File: src/rtl/nibble_sorter.sv
// nibble_sorter: buffers N_ELEM operands, bubble-sorts them through an
// external less-than comparator and streams the sorted batch out.
module nibble_sorter #(
  parameter int N_ELEM = 4,
  parameter int W      = 4
) (
  input  logic         clk,
  input  logic         rst_n,
  input  logic         in_valid,
  output logic         in_ready,
  input  logic [W-1:0] in_data,
  output logic [W-1:0] cmp_a,
  output logic [W-1:0] cmp_b,
  input  logic         cmp_lt,
  output logic         out_valid,
  input  logic         out_ready,
  output logic [W-1:0] out_data,
  output logic         busy
);

  localparam int IW = $clog2(N_ELEM);
  localparam logic [IW-1:0] LAST  = IW'(N_ELEM - 1);
  localparam logic [IW-1:0] LASTP = IW'(N_ELEM - 2);

  typedef enum logic [1:0] {
    LOAD,
    SORT,
    DRAIN
  } state_t;

  state_t state, state_nx;

  logic [W-1:0]  mem [N_ELEM];
  logic [IW-1:0] ld_idx;
  logic [IW-1:0] j;
  logic [IW-1:0] pass;
  logic [IW-1:0] rd_idx;
  logic [IW-1:0] j_nx1;
  logic [IW-1:0] j_end;
  logic          swapped;
  logic          swapped_nx;
  logic          pass_end;
  logic          sort_done;

  always_comb begin
    j_nx1      = j + 1'b1;
    j_end      = LASTP - pass;
    swapped_nx = swapped | cmp_lt;
    pass_end   = (j == j_end);
    // final compare's swap counts toward the early-exit decision
    sort_done  = pass_end && (!swapped_nx || pass == LASTP);
  end

  always_ff @(posedge clk or negedge rst_n) begin
    if (!rst_n) begin
      state <= LOAD;
    end else begin
      state <= state_nx;
    end
  end

  always_comb begin
    state_nx  = state;
    in_ready  = 1'b0;
    out_valid = 1'b0;
    out_data  = '0;
    cmp_a     = '0;
    cmp_b     = '0;
    busy      = 1'b0;
    unique case (state)
      LOAD: begin
        in_ready = 1'b1;
        if (in_valid && ld_idx == LAST) begin
          state_nx = SORT;
        end
      end
      SORT: begin
        busy  = 1'b1;
        cmp_a = mem[j_nx1];
        cmp_b = mem[j];
        if (sort_done) begin
          state_nx = DRAIN;
        end
      end
      DRAIN: begin
        busy      = 1'b1;
        out_valid = 1'b1;
        out_data  = mem[rd_idx];
        if (out_ready && rd_idx == LAST) begin
          state_nx = LOAD;
        end
      end
      default: state_nx = LOAD;
    endcase
  end

  always_ff @(posedge clk or negedge rst_n) begin
    if (!rst_n) begin
      ld_idx  <= '0;
      j       <= '0;
      pass    <= '0;
      rd_idx  <= '0;
      swapped <= 1'b0;
      for (int i = 0; i < N_ELEM; i++) begin
        mem[i] <= '0;
      end
    end else begin
      unique case (state)
        LOAD: begin
          if (in_valid) begin
            mem[ld_idx] <= in_data;
            if (ld_idx == LAST) begin
              ld_idx  <= '0;
              j       <= '0;
              pass    <= '0;
              swapped <= 1'b0;
            end else begin
              ld_idx <= ld_idx + 1'b1;
            end
          end
        end
        SORT: begin
          if (cmp_lt) begin
            mem[j]     <= mem[j_nx1];
            mem[j_nx1] <= mem[j];
          end
          if (pass_end) begin
            j       <= '0;
            swapped <= 1'b0;
            if (sort_done) begin
              rd_idx <= '0;
            end else begin
              pass <= pass + 1'b1;
            end
          end else begin
            j       <= j_nx1;
            swapped <= swapped_nx;
          end
        end
        DRAIN: begin
          if (out_ready) begin
            if (rd_idx == LAST) begin
              rd_idx <= '0;
            end else begin
              rd_idx <= rd_idx + 1'b1;
            end
          end
        end
        default: ;
      endcase
    end
  end

endmodule

File: config.mk
export PLATFORM = sky130hd
export DESIGN_NAME = nibble_sorter
export DESIGN_NICKNAME = d
export VERILOG_FILES = /design/src/rtl/nibble_sorter.sv
export SDC_FILE = /design/constraint.sdc
export NUM_CORES = 1
export LEC_CHECK = 0
export CORE_ASPECT_RATIO = 1.5
export CORE_MARGIN = 3
export CORE_UTILIZATION = 50
export DETAILED_ROUTE_END_ITERATION = 12
export PLACE_DENSITY = 0.73
export SETUP_SLACK_MARGIN = 0.05
export SYNTH_ARGS = -nofsm -noshare
export SYNTH_HDL_FRONTEND = slang
export SYNTH_SLANG_ARGS = --single-unit
File: constraint.sdc
create_clock -name clk -period 6 [get_ports clk]
set_input_delay 0.9 -clock clk [delete_from_list [all_inputs] [get_ports clk]]
set_output_delay 0.9 -clock clk [all_outputs]
set_load 0.01 [all_outputs]
### Word-level counts from Yosys, hierarchy flattened

Cells that the tools add are included.

| cells by class | value |
|---|---|
| add/sub/neg operators | 5 |
| order comparisons | 7 |
| equal/unequal tests | 15 |
| mux-type cells | 48 |
| bitwise gates (word level) | 5 |
| reductions and logical operators | 18 |

Operator list:

| operator | count |
|---|---|
| $bwmux 16 | 3 |
| $mux 4 | 12 |
| $mux 16 | 2 |
| $pmux 16 s2 | 1 |
| $mux 2 | 13 |
| $bmux 4 s2 | 3 |
| $demux 4 s2 | 3 |
| $ne 2x2->1 const B | 9 |
| $ge 3x3->1 const B | 4 |
| $not 2->3 | 4 |
| $pmux 2 s2 | 3 |
| $lt 3x1->1 const B | 3 |
| $reduce_and 3->1 | 3 |
| $add 2x1->2 const B | 4 |
| $eq 2x2->1 const B | 4 |
| $logic_and 1x1->1 | 6 |
| $mux 1 | 6 |
| $pmux 2 s3 | 1 |
| $reduce_and 5->1 | 1 |
| $reduce_and 4->1 | 1 |
| $reduce_bool 2->1 | 2 |
| $eq 2x1->1 const B | 1 |
| $eq 2x2->1 | 1 |
| $logic_not 2->1 | 1 |
| other kinds (7) | 7 |

| storage, ports and cells | value |
|---|---|
| bits in registers | 27 |
| input port bits | 9 |
| output and inout bits | 15 |
| logic and storage cells | 108 |

### Depth between registers and ports, before layout

| logic depth | value |
|---|---|
| depth after elaboration | 9 |
| mapped depth | 9 |
| mapped depth without buffers | 6 |

### Worst setup path before layout

OpenSTA, ideal clock, no wires.

| path | value |
|---|---|
| kind | register -> output |
| start point | register j[0] |
| end point | output cmp_a[2] |
| arrival | 2.049 ns |
| required time | 5.100 ns |
| setup slack | 3.051 ns |
| stages on the path, launching flop included | 8 |
| cell sequence | dfrtp_1 -> buf_4 -> buf_2 -> inv_2 -> ha_1 -> clkbuf_1 -> mux4_2 -> and2_1 |

| on the way | value |
|---|---|
| word-level cells in the longest chain between the ends | 6 |

RTL lines:

| what | RTL line | source |
|---|---|---|
| start: declaration | 35 | `logic [IW-1:0] j;` |
| start signal: assignment | 136 | `j <= j_nx1;` |
| $add 2x1->2 | 46 | `j_nx1 = j + 1'b1;` |
| $not 2->3 (implied by the code) | 79 | `cmp_a = mem[j_nx1];` |
| $bmux 4 s2 | 79 |  |
| $mux 4 (implied by the code) (2 in series) | 79 |  |
| $mux 4 | 70 | `unique case (state)` |
| end: declaration | 12 | `output logic [W-1:0] cmp_a,` |

No other way between the ends. The select of a mux whose other input is x is not followed.

### Worst setup path in the final report

Same ends and word-level chain as after synthesis.

==> metrics <==
final setup TNS=0 ps; antenna cells=0; Die Ht=92.1 um; hold_sp=pass[1]; die span in x=63.4 um; post-synthesis cell type count=59; CP Max Fanout=23; actual slew at the worst max-slew pin=871 ps; global-route wire length before repair=11,000 um; vias per std cell=6.41; pwr/cell area=443 nW/um^2; Top FF cell, synth=dfrtp_1; peak supply drop=236 uV; Worst EP arrival=3100 ps; Adder-Cell Fraction of Synth Area=8.11%; synthesized area per cell=9.50 sq um; xor and xnor fraction of the mapped netlist area=0.709%; unrepaired setup endpoints after global routing=no; Max Clk Rate=0.250 GHz; total gr overflow=0; Layout area overhead=12.5%; Final Cell Area=2780 sq um; Seq/Total Area, Yosys=27.4%; Synthesis Warnings=0; share of cells above drive strength 1=14.5%; # Post-CTS Setup Buffers=0; CP Class=register to primary output; crit path launch type=register; # fillers=443; routability congestion estimate=0.967; Via Count=2,178; Worst Reg2Reg Path Length in Cells=6; I/O Buffers=23; Net count, final=302; CP required=5100 ps; total CTS buffers=3; Worst Hold End=pass[1]; CTS tree=done; ANT nets after route=0; area of the core=4650 sq um; Initial Utilization=53.1%; final critical-path share of the clock period=66.7%; Slew HR=41.9%; register area=676 sq um; Synthesized Nets=285; dpl hpwl=4960 um; number of synthesized flops with an enable pin=0; final setup margin=2000 ps; final setup violation count=0; Root Driver=clkbuf_8; drt pass-1 iters=4; reg-to-reg critical path endpoint=mem[0]; Slew Viols, Final=0; HP Class=register to register; GRT Overall Usage=24.3%; run status=completed; wire per inst=20.1 um; static leakage=1.09 nW; num ports=24; Clock transition at path regs=100 ps; multi-input logic area=1700 sq um; antenna violations before repair=0; Final Util=59.7%; post-synthesis simple-gate area fraction=23.6%; Min Clock Period, post-route=4000 ps; Mapped Cells=260; DRC=0; vias in the first global route=2,211; DRT iter0 DRCs=166; Detailed Route WL=6850 um; largest net degree at the start of global routing=28; H-tree depth=1; Skew-Pair Late Insertion Delay=290 ps; number of max-cap violations=0; ys async rst share=100%; CTS Sinks=27; cts-stage hold buffer count=0; Placed Area=2730 sq um; Synth Register Bits=27; Cell Area, Synth=2470 sq um; mux contribution to synthesized area=21.0%; Critical R2R Launch=j[0]; setup slack at placement=2340 ps; clock tree buffer depth=2; CTS resizes=0; hold depth=1; skew final=3.58 ps; reg-to-reg setup timing slack=3190 ps; main combinational cell family by area after synthesis=simple AND/OR/NAND/NOR gates; row cnt=30; Crit. End Element=primary output; Die ar.=5840 sq um; final hold violation count=0; area fraction in compound gates after synthesis=15.4%
metal layers:
metal	vias up	GRT usage (%)	wire, um
li1	1005	-	-
met1	1032	28.3	2660
met2	108	43.0	3460
met3	33	2.57	402
met4	0	12.6	333
met5	-	0	0
how the worst max path moves through the flow:
stage	slack, ps	from	to
after global placement	2380	j[0]	cmp_a[2]
after detailed placement	2340	j[0]	cmp_a[2]
after CTS	2040	j[0]	cmp_a[2]
after floorplan	3050	j[0]	cmp_a[2]
final	2000	j[0]	cmp_a[2]
after global routing	1820	j[0]	cmp_a[2]
synth_stat cells, drive strengths merged, types with 6 or more instances:
| cell type | n | area [sq um] |
|---|---|---|
| nand3 | 10 | 50.1 |
| mux4 | 6 | 135 |
| mux2i | 11 | 114 |
| nand2 | 22 | 82.6 |
| dfrtp | 27 | 676 |
| o211ai | 7 | 52.6 |
| nor2 | 23 | 88.8 |
| ha | 16 | 200 |
| inv | 8 | 30.0 |
| nor2b | 15 | 93.8 |
| clkbuf | 7 | 26.3 |
| buf | 6 | 37.5 |
| and2 | 6 | 37.5 |
| mux2 | 24 | 270 |
critical path: stages, from the launching register on:
cell             delay [ps]
dfrtp_1                 930
inv_2                   220
ha_1                    630
mux4_2                  390
and2_1                  170
clkdlybuf4s50_1         470
cell families (layout without fill, tap and decap cells):
family                     after synthesis  after routing
muxes                                   41             41
buffers and inverters                   21             37
and+or+nand+nor                        104            104
DFF                                     27             27
xor gates and xnor gates                 2              2
AOI/OAI and AO/OA                       49             49
adders and majority gates               16             16
through the flow:
stage	hold WS, ps	power (mW)	cells
floorplan	471	0.897	260
global placement	485	1.10	336
detailed placement	492	1.11	336
CTS	514	1.22	340
global route	575	1.32	340
finish	520	1.23	340
layout by cell type, fill, tap and decap left out, types with 3 or more instances in the layout:
cell / n
a21oi_1: 4
a22oi_1: 5
a31oi_1: 5
a32oi_1: 5
and2_1: 6
clkbuf_8: 3
clkdlybuf4s50_1: 23
dfrtp_1: 27
ha_1: 16
inv_1: 6
mux2_1: 5
mux2_2: 19
mux2i_1: 10
mux4_2: 6
nand2_1: 22
nand2b_1: 3
nand3_1: 10
nor2_1: 22
nor2b_1: 15
nor3_1: 5
o211ai_1: 7
o22ai_1: 3
flip-flops by register name, indices dropped and copies added, names as in the netlist:
name     flops
rd_idx       2
state        2
ld_idx       2
swapped      1
j            2
mem         16
pass         2
power breakdown:
group	leakage [nW]	internal, mW	switching, mW
logic	0.717	0.354	0.411
clock network	0.0255	0.0468	0.0650
registers	0.345	0.254	0.0987
total	1.09	0.655	0.574
cell type report:
class	count	share of cell area, %
Inverter	8	1.08
Clock buffer	3	1.49
Sequential cell	27	24.3
Multi-Input combinational cell	212	61.2
Tap cell	64	2.88
Timing Repair Buffer	25	8.83
Clock inverter	1	0.180
Power figures use the tool's default switching activity.
